===== config.mk =====
export PLATFORM = sky130hd
export DESIGN_NAME = hall_sector_decoder
export DESIGN_NICKNAME = d
export VERILOG_FILES = /design/src/rtl/hall_sector_decoder.sv
export SDC_FILE = /design/constraint.sdc
export NUM_CORES = 1
export LEC_CHECK = 0
export BUFFER_PORTS_ARGS = -buffer_cell sky130_fd_sc_hd__buf_2
export CAP_MARGIN = 20
export CORE_UTILIZATION = 40
export DETAILED_ROUTE_END_ITERATION = 12
export PLACE_DENSITY = 0.7
export SETUP_SLACK_MARGIN = 0.02
export SLEW_MARGIN = 20
export SYNTH_ARGS = -nofsm -noshare
export SYNTH_HDL_FRONTEND = slang
export SYNTH_SLANG_ARGS = --single-unit

===== constraint.sdc =====
create_clock -name clk -period 2.7 [get_ports clk]
set_clock_uncertainty 0.1 [all_clocks]
set_input_delay 0.54 -clock clk [delete_from_list [all_inputs] [get_ports clk]]
set_output_delay 0.54 -clock clk [all_outputs]
set_load 0.05 [all_outputs]

===== src/rtl/hall_sector_decoder.sv =====
`default_nettype none
// ============================================================================
// Module   : hall_sector_decoder
// Brief    : Hall code -> electrical sector, direction, commutate pulse,
//            step period, stall and sticky fault. Optional HALL_SECTOR_OFFSET_EN
//            adds a sector_offset input applied to the sector output only.
// Revision : 1.0
// ============================================================================
module hall_sector_decoder #(
    parameter int PERIOD_SZ = 24
) (
    input  logic                 clk,
    input  logic                 rst,
    input  logic [2:0]           hall,
    input  logic [2:0]           hall_change,
    input  logic                 fault_clr,
`ifdef HALL_SECTOR_OFFSET_EN
    input  logic [2:0]           sector_offset,
`endif
    output logic [2:0]           sector,
    output logic                 sector_valid,
    output logic                 direction,
    output logic                 dir_valid,
    output logic                 commutate,
    output logic [PERIOD_SZ-1:0] period,
    output logic                 period_valid,
    output logic                 stalled,
    output logic                 fault
);

    typedef enum logic [1:0] {
        ST_ACQUIRE = 2'd0,
        ST_LOCKED  = 2'd1,
        ST_RUN     = 2'd2
    } state_t;

    localparam logic [PERIOD_SZ-1:0] C_CNT_MAX = '1;
    localparam logic [PERIOD_SZ-1:0] C_CNT_ONE = {{(PERIOD_SZ-1){1'b0}}, 1'b1};
    localparam logic [2:0]           C_NONE    = 3'd7;

    state_t                 r_state, w_state_nxt;
    logic                   r_eval;
    logic [2:0]             r_raw, w_raw_nxt;
    logic [2:0]             r_sector, w_sector_nxt;
    logic                   r_sector_valid, w_sector_valid_nxt;
    logic                   r_direction, w_direction_nxt;
    logic                   r_dir_valid, w_dir_valid_nxt;
    logic                   r_commutate, w_commutate_nxt;
    logic [PERIOD_SZ-1:0]   r_period, w_period_nxt;
    logic                   r_period_valid, w_period_valid_nxt;
    logic                   r_stalled, w_stalled_nxt;
    logic                   r_fault, w_fault_evt;
    logic [PERIOD_SZ-1:0]   r_cnt, w_cnt_nxt, w_cnt_inc;

    logic [2:0]             w_code, w_sector_out, w_fwd_pos, w_rev_pos;
    logic                   w_code_ok, w_known, w_is_fwd, w_is_rev, w_step;

    always_comb begin
        w_code    = C_NONE;
        w_code_ok = 1'b1;
        case (hall)
            3'b001:  w_code = 3'd0;
            3'b011:  w_code = 3'd1;
            3'b010:  w_code = 3'd2;
            3'b110:  w_code = 3'd3;
            3'b100:  w_code = 3'd4;
            3'b101:  w_code = 3'd5;
            default: w_code_ok = 1'b0;
        endcase
    end

    assign w_known   = (r_raw != C_NONE);
    assign w_fwd_pos = (r_raw == 3'd5) ? 3'd0 : r_raw + 3'd1;
    assign w_rev_pos = (r_raw == 3'd0) ? 3'd5 : r_raw - 3'd1;
    assign w_is_fwd  = w_known && w_code_ok && (w_code == w_fwd_pos);
    assign w_is_rev  = w_known && w_code_ok && (w_code == w_rev_pos);
    assign w_cnt_inc = (r_cnt == C_CNT_MAX) ? r_cnt : r_cnt + C_CNT_ONE;

`ifdef HALL_SECTOR_OFFSET_EN
    // Offset only rotates the reported sector; stepping logic stays on raw codes
    logic [2:0] w_offset;
    logic [3:0] w_sum, w_sum_m6;
    assign w_offset     = (sector_offset > 3'd5) ? 3'd0 : sector_offset;
    assign w_sum        = {1'b0, w_code} + {1'b0, w_offset};
    assign w_sum_m6     = w_sum - 4'd6;
    assign w_sector_out = (w_sum >= 4'd6) ? w_sum_m6[2:0] : w_sum[2:0];
`else
    assign w_sector_out = w_code;
`endif

    always_comb begin
        w_state_nxt        = r_state;
        w_raw_nxt          = r_raw;
        w_sector_nxt       = r_sector;
        w_sector_valid_nxt = r_sector_valid;
        w_direction_nxt    = r_direction;
        w_dir_valid_nxt    = r_dir_valid;
        w_period_nxt       = r_period;
        w_period_valid_nxt = r_period_valid;
        w_stalled_nxt      = r_stalled;
        w_commutate_nxt    = 1'b0;
        w_fault_evt        = 1'b0;
        w_step             = 1'b0;
        w_cnt_nxt          = w_cnt_inc;

        if (r_eval) begin
            if (!w_code_ok) begin
                w_sector_nxt       = C_NONE;
                w_sector_valid_nxt = 1'b0;
                w_dir_valid_nxt    = 1'b0;
                w_period_valid_nxt = 1'b0;
                w_raw_nxt          = C_NONE;
                w_fault_evt        = 1'b1;
                w_state_nxt        = ST_ACQUIRE;
            end else if (w_code != r_raw) begin
                w_raw_nxt          = w_code;
                w_sector_nxt       = w_sector_out;
                w_sector_valid_nxt = 1'b1;
                if (w_is_fwd || w_is_rev) begin
                    w_step          = 1'b1;
                    w_commutate_nxt = 1'b1;
                    w_cnt_nxt       = '0;
                    w_period_nxt    = w_cnt_inc;
                    w_stalled_nxt   = 1'b0;
                    w_direction_nxt = w_is_fwd;
                    w_dir_valid_nxt = 1'b1;
                    // Only a second same-direction step while tracking yields a true period
                    if (r_state == ST_ACQUIRE || w_is_fwd != r_direction) begin
                        w_state_nxt        = ST_LOCKED;
                        w_period_valid_nxt = 1'b0;
                    end else begin
                        w_state_nxt        = ST_RUN;
                        w_period_valid_nxt = 1'b1;
                    end
                end else if (w_known) begin
                    w_dir_valid_nxt    = 1'b0;
                    w_period_valid_nxt = 1'b0;
                    w_fault_evt        = 1'b1;
                    w_state_nxt        = ST_ACQUIRE;
                end
            end
        end

        // Stall fires in the same edge that the counter lands on all-ones
        if (!w_step && (r_state != ST_ACQUIRE) && (w_cnt_inc == C_CNT_MAX)) begin
            w_stalled_nxt      = 1'b1;
            w_dir_valid_nxt    = 1'b0;
            w_period_valid_nxt = 1'b0;
            w_state_nxt        = ST_ACQUIRE;
        end
    end

    always_ff @(posedge clk) begin
        if (rst) begin
            r_state        <= ST_ACQUIRE;
            r_eval         <= 1'b0;
            r_raw          <= C_NONE;
            r_sector       <= C_NONE;
            r_sector_valid <= 1'b0;
            r_direction    <= 1'b0;
            r_dir_valid    <= 1'b0;
            r_commutate    <= 1'b0;
            r_period       <= '0;
            r_period_valid <= 1'b0;
            r_stalled      <= 1'b0;
            r_fault        <= 1'b0;
            r_cnt          <= '0;
        end else begin
            r_state        <= w_state_nxt;
            r_eval         <= |hall_change;
            r_raw          <= w_raw_nxt;
            r_sector       <= w_sector_nxt;
            r_sector_valid <= w_sector_valid_nxt;
            r_direction    <= w_direction_nxt;
            r_dir_valid    <= w_dir_valid_nxt;
            r_commutate    <= w_commutate_nxt;
            r_period       <= w_period_nxt;
            r_period_valid <= w_period_valid_nxt;
            r_stalled      <= w_stalled_nxt;
            r_fault        <= w_fault_evt | (r_fault & ~fault_clr);
            r_cnt          <= w_cnt_nxt;
        end
    end

    assign sector       = r_sector;
    assign sector_valid = r_sector_valid;
    assign direction    = r_direction;
    assign dir_valid    = r_dir_valid;
    assign commutate    = r_commutate;
    assign period       = r_period;
    assign period_valid = r_period_valid;
    assign stalled      = r_stalled;
    assign fault        = r_fault;

endmodule
`default_nettype wire


; Yosys cells after proc, flatten, opt, wreduce, memory -nomap -nowiden
; Cells that the tools add are included.
; W data, S select, Z words.
[word_totals]
regBits = 61
latchBits = 0
ram_bits = 0
rom_bits = 0
input_bits = 9
output_inout_bits = 34
word_cells = 96
mem_count = 0
[classes]
n_addsub = 3
n_mul = 0
div_mod_pow = 0
magnitude_cmp = 0
n_eq_ne = 16
n_shift = 0
mux = 40
n_bitwise = 3
reduce_logical = 22
[op_table]
columns = operator, n
row1 = $mux W24, 5
row2 = $eq A24 B24 Y1 const B, 2
row3 = $mux W1, 25
row4 = $add A24 B1 Y24 const B, 1
row5 = $pmux W3 S6, 1
row6 = $eq A3 B3 Y1 const B, 4
row7 = $mux W3, 4
row8 = $mux W2, 5
row9 = $reduce_bool A2 Y1, 5
row10 = $reduce_and A4 Y1, 2
row11 = $eq A3 B2 Y1 const B, 2
row12 = $eq A3 B3 Y1, 2
row13 = $reduce_or A6 Y1, 1
row14 = $logic_and A1 B1 Y1, 5
row15 = $add A3 B1 Y3 const B, 1
row16 = $eq A3 B1 Y1 const B, 1
row17 = $logic_not A3 Y1, 1
row18 = $ne A3 B1 Y1 const B, 1
row19 = $ne A3 B3 Y1, 1
row20 = $ne A3 B3 Y1 const B, 1
row21 = $reduce_and A3 Y1, 1
row22 = $reduce_or A3 Y1, 1
row23 = $sub A3 B1 Y3 const B, 1
row24 = $logic_not A2 Y1, 1
row25 = 9 further kinds, 10

; Depth between registers and ports, before layout
; Gate-level depths: netlist of the first run.
[depth]
ltp_word = 15
mapped_depth = 11
ltp_nobuf = 8

; Worst setup path after synthesis of the first run
; No wires, ideal clock.
[synth_path]
path_kind = reg2reg
startpoint = register, netlist name sector[0]
endpoint = register r_period[21], in the netlist period[21]
setup_time_ps = 81
arrival_time_ps = 2597
required_ps = 2519
slack_ps = -78
path_stages_with_launch = 10
n_path_buf = 2
period_less_slack_ps = 2778
path_cell_list = dfxtp_1 > buf_4 > or3b_1 > and2_4 > mux2i_2 > o21ai_2 > a211oi_4 > buf_6 > nor2_1 > a211oi_2
[synth_rtl]
columns = element, line
row1 = to (signal assigned), 177  ; r_period <= w_period_nxt;
row2 = to (decl), 49  ; logic [PERIOD_SZ-1:0] r_period, w_period_nxt;

; Worst setup path in the final report of the first run
[layout_path]
startpoint = register r_cnt[1]
endpoint = register r_period_valid, in the netlist period_valid
[layout_between]
elab_chain_len = 5
elab_cells_between_ends = 6
cone_classes = 1 x add/sub / 2 x eq/ne / 1 x mux / 2 x reduce/logical
[layout_rtl]
columns = element, line
row1 = from (decl), 53  ; logic [PERIOD_SZ-1:0] r_cnt, w_cnt_nxt, w_cnt_inc;
row2 = from (signal assigned), 181  ; r_cnt <= w_cnt_nxt;
row3 = $add A24 B1 Y24 or $eq A24 B24 Y1 (tied branches), 77  ; assign w_cnt_inc = (r_cnt == C_CNT_MAX) ? r_cnt : r_cnt + C_CNT_ONE;
row4 = $mux W24 (*), 77
row5 = $eq A24 B24 Y1 (*), 145  ; if (!w_step && (r_state != ST_ACQUIRE) && (w_cnt_inc == C_CNT_MAX)) begin
row6 = $logic_and A1 B1 Y1 (*), 145
row7 = $reduce_or A2 Y1 (no line) (*), n/a
row8 = to (signal assigned), 178  ; r_period_valid <= w_period_valid_nxt;
row9 = to (decl), 50  ; logic r_period_valid, w_period_valid_nxt;
; Every way passes the cells marked *; elsewhere a longest branch is shown, timed or not.
; A chain may end at the register's enable or synchronous reset.

==> results.md, run 1 <==
Floorplanning:
- For this configuration, the core starts out at a cell density of 0.4129.
- The core region is 0.007727 mm^2.
- The count of boundary I/O pins is 43.
- The number of placement rows is 32.
- Measured along the y axis, the die boundary spans about 91 um.
- The horizontal die dimension is between 90 and 100 um.
- The die covers 0.008338 mm^2.

Power:
- The switching share of total power is 0.3136.
- Of the total power, combinational logic draws 0.194.
- The net switching power is 0.0006485 W.
- Across the VDD grid, the largest voltage drop is 0.3399 mV.
- After layout, the design draws a total of 0.002068 W.
- The cell-internal power is 0.001420 W.
- Summed over all cells, the static leakage comes to 1.563 nW.
- In this run the power density over the cells is 509.3 mW/mm^2.
- The share of total power dissipated in sequential elements is 0.459.
- The share of total power dissipated in the clock network is 0.348.

Timing:
- After layout, the worst setup slack is slightly above 0.2 ns.
- The post-route clock period utilization is 0.9254.
- The transition time at the pin with the least slew margin is 0.4359 ns.
- The final setup violation count is 0.
- The remaining max-slew budget at the tightest pin is 0.7063.
- The final-report hold violation count is 0.
- The number of max-slew violations in the final report came to 0.
- For this run, the top clock speed supported by timing is 0.4002 GHz.
- The time the final worst path needs with I/O delays and setup is 2.499 ns.

Yosys:
- The async set-or-reset flop fraction in the synthesized netlist is 0.
- Among all flip-flop cells after synthesis, the most frequent one is dfxtp_1.
- For this run, the register share of the synthesized area comes to 0.3765.
- The cell count after synthesis is 363.
- For this run, the number of Yosys warnings is 0.
- The count of cell types in the netlist is 71.
- The average instance in the mapped netlist occupies 8.789 um^2.
- The combined area of all synthesized cells is 0.003191 mm^2.
- The synthesized netlist net count is 374.
- In this run, synthesis inferred 0 flip-flops with an integrated enable.
- The flip-flop and latch count after synthesis is 60.

Final layout:
- In the layout the commonest cells are 58 x dfxtp_1, 57 x buf_4, 51 x nor2_1.
- The number of antenna repair diodes is 0.
- The most common library cell in the layout ignoring fill and taps is dfxtp_1.
- Across the whole layout, storage elements account for 0.001204 mm^2.
- Summing all multi-input logic gate instances after layout gives 0.001858 mm^2.
- The ratio of cells with drive above 1 in the final layout is 0.3384.
- The number of fill cells in the layout is 737.
- After the last flow step, the layout net total stands at about 460.
- The synthesis-to-layout area growth is 27.29%.

Job:
- The reported max-cap violation count is 0.

Setup path:
- The critical path contains buffers and inverters numbering 3 combined.
- The most prevalent standard cell on the critical path is buf_4.
- The setup check on the worst reg-to-reg path leaves a slack of 0.20 ns.
- STA classifies the critical path endpoint as a register.
- The reg-to-reg critical path startpoint is r_cnt[1].
- For this run, the slowest stage of the critical path takes 0.43 ns.
- The terminus of the critical flop-to-flop path is period_valid.
- The depth of the worst register-to-register path is 11.
- The largest individual stage delay along the critical path comes from the cell dfxtp_1.
- The required time at the endpoint of the critical path is 2.84 ns.
- The critical path is of the reg -> reg type.
- The maximum fanout count along the critical path is 5.
- STA puts the critical path data arrival time at 2.64 ns.
- Among cell families on the critical path, the largest total delay comes from simple AND/OR/NAND/NOR gates.
- The critical path launch point type is a register.
- Traced cell by cell, the critical path runs through ha_4 -> and3_4 -> nand4_1 -> buf_4 -> buf_4 -> xnor2_1 -> a2bb2oi_1 -> nor4_1 -> buf_4 -> a41oi_2 -> and2_1.

Drt:
- In the routed layout, each cell is associated on average with a via count of 5.286.
- The first routing iteration left 140 violations.
- For this block, the routed nets add up to 7951 um of wire.
- In this run the remaining antenna-violating nets after routing total 0.
- The pre-antenna-repair detailed-routing pass consisted of 4 iterations.
- For this block, the via count after detailed routing is 2960.
- The number of DRC violations after detailed routing is 0.
- Dividing the detail-routed wire length by the instance count gives 14.20 um.

Placement:
- Before CTS, the worst setup slack after placement is 0.07343 ns.
- The congestion estimate from routability-driven global placement came to 0.9359.
- The HPWL after detailed placement is 6038 um.
- During placement, the flow inserted port buffers numbering 42.

Clocking:
- Clock-pin slew was measured on the worst setup and hold paths at ~0.070 ns.
- The tree built by TritonCTS fans out to 60 sinks.
- TritonCTS built the clock tree.
- The number of H-tree levels is 3.
- The latest clock arrival within the worst-skew pair is ~0.34 ns.
- The number of buffers inserted by hold repair at cts is 0.
- The buffer depth of the longest clock path is 2.
- In this run, CTS created clock tree buffers numbering 9.
- The tree is rooted in a clkbuf_8.

Global routing:
- The pin count of the biggest net entering global routing is 31.
- The overall overflow remaining after global route is 0.
- The overall global routing resource usage is 0.2018.
- The number of antenna violations at the first check in global routing is 0.
- The number of global-route vias before repair came to 2797.
- The first-pass GRT wire length is 13280 um.

Min path:
- In this run the worst hold path is classified as in -> reg.
- The number of instances on the worst hold path is 3.
- In this run the most critical hold path is launched from hall_change[2].
- The worst-case hold path end point is r_eval.

Status:
- The run finished with clean final reports.
layer usage:
layer | global-route usage | share of wire | vias to the layer above
li1 | - | - | 1484
met1 | 0.2675 | 0.49 | 1397
met2 | 0.3207 | 0.45 | 69
met3 | 0.04858 | 0.045 | 10
met4 | 0.06746 | 0.014 | 0
met5 | 0 | 0 | -
tightest hold or removal path, cell delays in order:
cell and delay, ns:
buf_2 0.08, nor3_1 0.03, nor2_1 0.07
what timing repair did:
action	4_1_cts	5_1_grt
setup endpoints to repair	0	4
gates resized for setup	0	8
buffers inserted	0	2
worst max path at each step:
stage | start | end | depth (start not counted)
finish | r_cnt[1] | period_valid | 11
global route | r_cnt[1] | period_valid | 11
CTS | r_cnt[1] | period_valid | 9
detailed placement | hall[2] | period[7] | 8
global placement | hall[2] | period[7] | 8
floorplan | sector[1] | period[21] | 10
synth_stat cells, drive strengths merged (4+ instances only):
cell type | instances | area share
nor2b | 9 | 0.018
a31oi | 4 | 0.0078
dfxtp | 60 | 0.38
clkbuf | 8 | 0.011
inv | 10 | 0.012
xnor2 | 9 | 0.025
or2 | 4 | 0.0078
a21oi | 16 | 0.025
nor3 | 7 | 0.011
or3 | 4 | 0.0078
nand3 | 8 | 0.016
nand2b | 8 | 0.016
buf | 13 | 0.032
mux2i | 7 | 0.023
a211oi | 21 | 0.075
nor4 | 4 | 0.0098
and2 | 9 | 0.019
o21ai | 18 | 0.029
nor2 | 51 | 0.060
xor2 | 6 | 0.016
and3 | 4 | 0.0078
and4 | 4 | 0.011
nand4 | 6 | 0.016
nor3b | 4 | 0.0094
nand2 | 25 | 0.029
stage by stage:
stage	cell area, um^2	utilization	TNS (ns)	hold WS (ns)	instances
2_1_floorplan	3192	-	0	0.3532	363
3_3_place_gp	3827	0.4953	0	0.3438	542
3_5_place_dp	3827	0.4953	0	0.3451	542
4_1_cts	4004	0.5181	0	0.2984	558
5_1_grt	4061	0.5256	-0.007147	0.3311	560
6_report	4061	0.5256	0	0.3114	560
state kept, by name (all words and copies together) (netlist names):
register and cells:
commutate 1, sector 3, dir_valid 1, fault 1, sector_valid 1, r_eval 1, direction 1, stalled 1
period 24, r_state 1, r_cnt 24, period_valid 1
logic make-up (layout without fill, tap and decap cells):
family,after synthesis,after routing,share of synthesized area
mux,8,8,0.02667
simple gates,153,153,0.2569
buf+inv,31,126,0.05412
fa+ha+maj,2,2,0.007842
flops,60,60,0.3765
compound gates,94,94,0.2369
xor+xnor,15,15,0.04118
power by group through the flow:
stage	combinational (W)	sequential, W	clock [W]
global route	0.000435	0.000954	0.000776
global placement	0.000391	0.000966	0
finish	0.000400	0.000949	0.000719
floorplan	0.000213	0.00105	0
detailed placement	0.000394	0.000966	0
CTS	0.000397	0.000946	0.000745
layout make-up:
class                           count  area share
Multi-Input combinational cell    272      0.4575
Tap cell                          102     0.03142
Clock buffer                       10     0.03389
Sequential cell                    60      0.2964
Clock inverter                      6    0.009550
Timing Repair Buffer              100      0.1620
Inverter                           10    0.009242
Power figures use the tool's default switching activity.
==> inputs of run 2 (changes only) <==
Settings changed: ABC_AREA set to 1.
==> run 2 against run 1 <==
Setup slack improved by 0.14 ns. Cell area decreased by 12%. Via count rose by 2.5%. Clock-buffer cell count stayed put. Combinational power shrank 36%. Flip-flop and latch count is the same. Core utilization down 3.7 points. Non-clock buffer count down 53. Final cell count is 11% higher. Wire length is 0.26% lower. Synthesized cell count up 30%.
==> results.md, run 2 <==
Timing:
- The time the final worst path needs with I/O delays and setup is 2.362 ns (-0.1371 ns).
- The final hold slack came to 0.3091 ns (-0.002342 ns).
- The final setup violation count is 0 (unchanged).
- The remaining max-slew budget at the tightest pin is 0.6554 (-0.05092).
- The maximum clock rate was 0.4235 GHz (+5.8%).
- The post-route clock period utilization is 0.8746 (-0.05076).
- The number of max-slew violations in the final report is 0 (unchanged).
- The final-report hold violation count is 0 (unchanged).
- The transition time at the pin with the least slew margin is 0.5134 ns (+0.07754 ns).
- The summed negative setup slack over all endpoints is 0 ns (unchanged).
- Setup repair after global routing left no endpoint under its margin.

Global routing:
- The pin count of the biggest net entering global routing is 29 (-6.5%).
- The overall global routing resource usage is 0.2115 (+0.009759).
- The first-pass GRT wire length came to 13660 um (+2.9%).
- The number of global-route vias before repair came to 2863 (+2.4%).
- The number of antenna violations at the first check in global routing is 0 (unchanged).
- The overall overflow remaining after global route is 0 (unchanged).

Yosys:
- The synthesized-area fraction occupied by xor and xnor cells is 0.04265 (+0.001472).
- The count of cell types in the netlist came to 29 (-59%).
- The post-synthesis share of cell area spent on and, or, nand and nor gates is 0.3911 (+0.1343).
- Ranked by total cell area, the synthesized netlist is headed by dfxtp_1 39%, nand2_1 15%, nor2_1 9.5%.
- The combined area of all synthesized cells is 0.003080 mm^2 (-3.5%).
- In the synthesized netlist the dominant register cell turns out to be dfxtp_1.
- The share of the yosys chip area belonging to registers came to 0.3899 (+0.01346).
- The compound-gate portion of the synthesized area was 0.07636 (-0.1605).
- The biggest area contributor in the post-synthesis netlist is dfxtp_1.
- The top cell type's share of synthesized area is 0.3899 (+0.01346).
- The number of warning messages in the yosys log was 0 (unchanged).
- After synthesis, the largest family of logic cells by area is simple AND/OR/NAND/NOR gates.
- The count of flip-flops with a built-in enable after synthesis came to 0 (unchanged).
- The cell count after synthesis is 472 (+30%).
- The average cell area after synthesis is 6.526 um^2 (-26%).
- The fraction of the mapped netlist area in adder cells is 0.008123 (+0.0002803).
- Sorting the synthesized cells by how often they occur yields 127 x nand2_1, 78 x nor2_1, 60 x dfxtp_1, 56 x inv_1, 52 x nand3_1.
- nand2_1 is the most common cell in the netlist.
- The flip-flop and latch count after synthesis came to 60 (unchanged).
- The async set-or-reset flop fraction in the synthesized netlist is 0 (unchanged).
- The mux cell area share after synthesis is 0 (-0.02667).
- The synthesized netlist net count came to 483 (+29%).

Drt:
- The total number of vias was 3033 (+2.5%).
- The wire length per cell came to 12.75 um (-10%).
- The first-pass iteration count of the detailed router is 4 (unchanged).
- The initial detailed-routing violation count is 156 (+11%).
- The final wirelength came to 7930 um (-0.26%).
- The number of DRC violations after detailed routing is 0 (unchanged).
- The average vias per placed instance is 4.876 (-7.7%).
- The number of nets with antenna violations after detailed routing is 0 (unchanged).

Clocking:
- The latest clock arrival within the worst-skew pair came to 0.34 ns (about the same).
- The buffers inserted during post-CTS setup optimization is 0 (unchanged).
- The buffer depth of the longest clock path is 2 (unchanged).
- The number of H-tree levels is 3 (unchanged).
- The root buffer cell is clkbuf_8.
- The number of gates given a new drive strength after cts is 0 (unchanged).
- The clock slew seen by the registers of the worst setup and hold paths came to 0.07 ns (about the same).
- The clock tree from TritonCTS is built.
- The total number of clock tree sinks is 60 (unchanged).
- The CTS buffer count came to 9 (unchanged).
- The number of buffers inserted by hold repair at cts is 0 (unchanged).

Setup path:
- The cell that appears most often on the critical path is nand2_1.
- The worst setup path is launched from a register.
- The worst stage delay on the critical path was 0.47 ns (+0.04 ns).
- By startpoint and endpoint, the worst setup path is classified as reg -> reg.
- The cell type of the slowest stage on the worst timing path is dfxtp_1.
- The signal on the critical path passes through nand2_1 -> inv_1 -> ha_1 -> nand2_1 -> xnor2_1 -> nand3_1 -> nand2_1 -> nand2_2 -> nor2_2 -> inv_2 -> o21ai_0.
- The required time at the endpoint of the critical path is 2.86 ns (+0.02 ns).
- The arrival time of the worst setup path is 2.52 ns (-0.12 ns).
- The dominant delay contributor by cell family on the critical path is simple AND/OR/NAND/NOR gates.
- The endpoint class of the critical path is a register.
- The buffer and inverter count on the worst path is 2 (-1).
- The maximum fanout count along the critical path came to 23 (+18).

Final layout:
- The most common library cell in the layout ignoring fill and taps is nand2_1.
- The number of antenna repair diodes was 0 (unchanged).
- The final-stage net count is 529 (+14%).
- Leaving out fill and tap cells, the most frequent cells in the layout are 127 x nand2_1, 78 x nor2_1, 60 x dfxtp_1.
- The ratio of cells with drive above 1 in the final layout is 0.1587 (-0.1797).
- Compared with the post-synthesis result, the final layout area differs by 16.33%.
- The post-route cell area is 0.003583 mm^2 (-12%).

Floorplanning:
- The horizontal die dimension came to 89.76 um (-1.7%).
- The area of the placeable core is 0.007331 mm^2 (-5.1%).
- The overall die height is 89.76 um (-1.7%).
- The number of placement rows was 31 (-3.1%).
- The count of boundary I/O pins was 43 (unchanged).
- The floorplan die area was 0.008056 mm^2 (-3.4%).
- The starting utilization of the core area was 0.4202 (+0.007320).

Power:
- The leakage component of the power was 1.598 nW (+2.2%).
- The power density over the cells was 552.5 mW/mm^2 (+8.5%).
- The worst vdd rail ir drop is 0.4914 mV (+45%).

Placement:
- The number of port buffers is 42 (unchanged).
- The post-detailed-placement cell area came to 0.003391 mm^2 (-11%).
- The HPWL after detailed placement is 6261 um (+3.7%).
- The weighted congestion reported at the end of routability-driven placement is 0.9495 (+1.5%).

Status:
- The flow ran to the end, and the final reports show no timing, DRC or antenna violations.

Job:
- The reported max-cap violation count was 0 (unchanged).

Min path:
- The worst hold-check path type is in -> reg.
run 2: cell count changes after synthesis, sizes merged, moves of 9 or more:
cell | before | now
nor2 | 51 | 86
nand2 | 25 | 135
a211oi | 21 | 0
a21oi | 16 | 6
o21ai | 18 | 29
nand3 | 8 | 52
and2 | 9 | 0
inv | 10 | 59
nor2b | 9 | 0
run 2: per-stage QoR:
step           cells  total power (W)  worst slack [ns]    util
3_3_place_gp     606         0.001197            0.1841  0.4625
3_5_place_dp     606         0.001202            0.2132  0.4625
6_report         622         0.001980            0.3385  0.4888
5_1_grt          622         0.002065            0.1082  0.4888
2_1_floorplan    472         0.001140            0.4281       -
4_1_cts          622         0.001993            0.3401  0.4888
run 2: cell families (layout without fill, tap and decap cells):
logic type / after synthesis / after routing
buffers and inverters: 71 / 122
flip-flops: 60 / 60
adder cells (fa/ha/maj): 2 / 2
AND/OR/NAND/NOR: 282 / 282
XOR/XNOR: 15 / 15
AO/OA/AOI/OAI: 42 / 42
run 2: layout make-up:
class / count / area, um^2
Clock buffer: 10 / 127.6
Fill cell: 740 / 3747
Tap cell: 99 / 123.9
Timing Repair Buffer: 47 / 247.7
Sequential cell: 60 / 1201
Inverter: 59 / 221.5
Clock inverter: 6 / 65.06
Multi-Input combinational cell: 341 / 1597
run 2: path summary, 6_finish.rpt:
check | startpoint | slack [ns] | cells after the start | to
worst min register to register | sector_valid | 0.37 | 2 | sector_valid
worst max-delay path | sector[0] | 0.34 | 11 | period[0]
worst max register to register | sector[0] | 0.34 | 11 | period[0]
worst min-delay path | hall_change[2] | 0.31 | 3 | r_eval
run 2: routing by layer:
layer  track usage  vias up  share of wire
met5             0        -              0
met4       0.08743        0          0.019
met3       0.04399       12          0.059
met2        0.3365       92           0.45
met1        0.2783     1359           0.47
li1              -     1570              -
run 2: worst reg2reg max path, cell delays in order, from the launching register on:
cell	delay, ns
dfxtp_1	0.47
nand2_1	0.13
inv_1	0.08
ha_1	0.22
nand2_1	0.08
xnor2_1	0.11
nand3_1	0.17
nand2_1	0.14
nand2_2	0.15
nor2_2	0.19
inv_2	0.20
o21ai_0	0.23
run 2: report_power, final:
| part | internal, W | switching (W) | total, W |
|---|---|---|---|
| logic | 0.0000741 | 0.000181 | 0.000255 |
| clock network | 0.000426 | 0.000370 | 0.000796 |
| registers | 0.000906 | 0.0000231 | 0.000929 |
==> inputs of run 3 (changes only) <==
Settings changed: PLACE_DENSITY 0.7 to 0.68.
Clock period 2.7 ns to 2.4 ns, I/O delays scaled along.
==> run 3 against run 2 <==
Fmax up 7.3%. First-iteration DRC count up 19%. Clock power up 21%. Critical path type unchanged. Largest cell class unchanged. Die area unchanged. Hold slack worse by 0.072 ns. Non-clock buffer count up 10. Total power up 17%.
==> results.md, run 3 (synthesis gave the netlist of run 2 again) <==
Setup path:
- The cell type of the slowest stage on the worst timing path is dfxtp_2.
- The critical path goes through ha_1 -> inv_1 -> nor2_4 -> nand2_4 -> nor2_4 -> nand2_8 -> nand2_2 -> nand2_2 -> nor2_2 -> nand2_1 -> nor2_1 -> nand2_1 -> nor2_2 -> nand2_2 -> nand2_2 -> nor2_1.
- The buffer and inverter count on the worst path is 1 (-1).
- The dominant delay contributor by cell family on the critical path is simple AND/OR/NAND/NOR gates.
- The arrival time of the worst setup path is 2.35 ns (-0.17 ns).
- The most prevalent standard cell on the critical path is nand2_2.
- The setup path with the least slack is of type reg -> reg.
- The required time at the endpoint of the critical path was 2.55 ns (-0.31 ns).
- The endpoint class of the critical path is a register.
- The worst stage delay on the critical path came to 0.38 ns (-0.09 ns).
- The maximum fanout count along the critical path was 10 (-57%).
- The critical path launch point type is a register.

Drt:
- The total number of vias is 3074 (+1.4%).
- The first-pass iteration count of the detailed router is 5 (+1).
- The average vias per placed instance is 4.856 (-0.41%).
- The number of DRC violations after detailed routing is 0 (unchanged).
- The initial detailed-routing violation count is 185 (+19%).
- The number of nets with antenna violations after detailed routing came to 0 (unchanged).
- The final wirelength is 8008 um (+0.98%).
- The wire length per cell came to 12.65 um (-0.77%).

Floorplanning:
- The number of placement rows is 31 (unchanged).
- The area of the placeable core is 0.007331 mm^2 (unchanged).
- The floorplan die area was 0.008056 mm^2 (unchanged).
- The overall die height is 89.76 um (unchanged).
- The horizontal die dimension is 89.76 um (unchanged).
- The count of boundary I/O pins is 43 (unchanged).
- The starting utilization of the core area is 0.4202 (unchanged).

Clocking:
- The root buffer cell is clkbuf_8.
- The number of H-tree levels is 3 (unchanged).
- TritonCTS built the clock tree.
- The number of buffers inserted by hold repair at cts was 0 (unchanged).
- The latest clock arrival within the worst-skew pair is 0.35 ns (about the same).
- The buffer depth of the longest clock path is 2 (unchanged).
- The CTS buffer count came to 9 (unchanged).
- The clock slew seen by the registers of the worst setup and hold paths was 0.08 ns (about the same).
- The total number of clock tree sinks came to 60 (unchanged).

Timing:
- The time the final worst path needs with I/O delays and setup is 2.201 ns (-0.1602 ns).
- The number of max-slew violations in the final report was 0 (unchanged).
- The remaining max-slew budget at the tightest pin was 0.6641 (+0.008654).
- The final setup violation count came to 0 (unchanged).
- Setup repair after global routing left no endpoint under its margin.
- The transition time at the pin with the least slew margin is 0.5032 ns (-0.01027 ns).
- The final-report hold violation count is 0 (unchanged).
- The maximum clock rate was 0.4543 GHz (+7.3%).
- The post-route clock period utilization is 0.9172 (+0.04257).
- The final hold slack came to 0.2366 ns (-0.07248 ns).

Final layout:
- The number of antenna repair diodes came to 0 (unchanged).
- The ratio of cells with drive above 1 in the final layout is 0.1910 (+0.03231).
- The non-filler instance count after layout was 633 (+1.8%).
- The post-route cell area was 0.003719 mm^2 (+3.8%).
- The synthesis-to-layout area growth is 20.71%.
- The final-stage net count is 540 (+2.1%).
- The library cell used most frequently in the layout, excluding fill and tap cells, is nand2_1.
- In the layout the commonest cells are 126 x nand2_1, 77 x nor2_1, 56 x inv_1.

Status:
- The flow ran to the end, and the final reports show no timing, DRC or antenna violations.

Global routing:
- The overall global routing resource usage is 0.2069 (-0.004626).
- The pin count of the biggest net entering global routing is 29 (unchanged).
- The first-pass GRT wire length was 13360 um (-2.2%).
- The number of global-route vias before repair is 2840 (-0.80%).
- The overall overflow remaining after global route is 0 (unchanged).
- The number of antenna violations at the first check in global routing is 0 (unchanged).

Min path:
- The worst hold-check path type is in -> reg.

Power:
- The worst vdd rail ir drop is 0.4723 mV (-3.9%).
- The power density over the cells is 621.5 mW/mm^2 (+12%).
- The total power of the final layout was 0.002311 W (+17%).
- The leakage component of the power is 1.668 nW (+4.4%).

Placement:
- The post-detailed-placement cell area came to 0.003443 mm^2 (+1.5%).
- The weighted congestion reported at the end of routability-driven placement came to 0.9398 (-1.0%).
- The HPWL after detailed placement came to 5988 um (-4.4%).
- The cell count after placement is 613 (+1.2%).
- The number of port buffers is 42 (unchanged).

Job:
- The reported max-cap violation count is 0 (unchanged).
==> run 3: cell type report <==
cell class                 instances  area [um^2]
timing repair buffer              57        322.8
fill                             728         3612
inverter                          59        221.5
sequential                        60         1207
tap                               99        123.9
clock inverter                     7        82.58
multi-input combinational        342         1637
clock buffer                       9        123.9
==> run 3: final timing paths <==
path | cells after the start | slack (ns) | startpoint | endpoint
worst max-delay path | 16 | 0.20 | r_cnt[0] | period_valid
worst min-delay path | 3 | 0.24 | hall_change[2] | r_eval
worst max register to register | 16 | 0.20 | r_cnt[0] | period_valid
worst min register to register | 2 | 0.36 | sector_valid | sector_valid
==> run 3: repair_timing <==
action	in CTS	in global routing
setup endpoints to repair	4	4
setup buffers	0	3
pin swaps	0	2
endpoints found under the hold margin	0	0
cloned	0	1
gates resized for setup	1	10
==> run 3: where the power goes <==
group          switching (W)  internal, W  total (W)  leakage [nW]
Combinational       0.000208    0.0000938   0.000302          1.08
Clock               0.000469     0.000497   0.000966        0.0988
Sequential         0.0000233      0.00102    0.00104         0.488
==> run 3: metal layers <==
metal	vias to the layer above	track usage	wire, um
met3	10	0.04907	361
met1	1380	0.2780	3926
met2	85	0.3237	3602
met5	-	0	0
met4	0	0.07240	118
li1	1599	-	-
==> run 3: stage by stage <==
step / TNS [ns] / setup slack (ns) / util
2_1_floorplan: 0 / 0.1281 / -
3_3_place_gp: -0.3085 / -0.09419 / 0.4697
3_5_place_dp: -0.2873 / -0.09205 / 0.4697
4_1_cts: 0 / 0.02025 / 0.4985
5_1_grt: 0 / 0.02713 / 0.5073
6_report: 0 / 0.1987 / 0.5073
==> run 3: worst register-to-register path, cell delays in order (launching register included) <==
cell and delay [ns]:
dfxtp_2 0.38, ha_1 0.19, inv_1 0.09, nor2_4 0.15
nand2_4 0.09, nor2_4 0.19, nand2_8 0.11, nand2_2 0.08
nand2_2 0.06, nor2_2 0.11, nand2_1 0.06, nor2_1 0.09
nand2_1 0.08, nor2_2 0.12, nand2_2 0.08, nand2_2 0.08
nor2_1 0.05
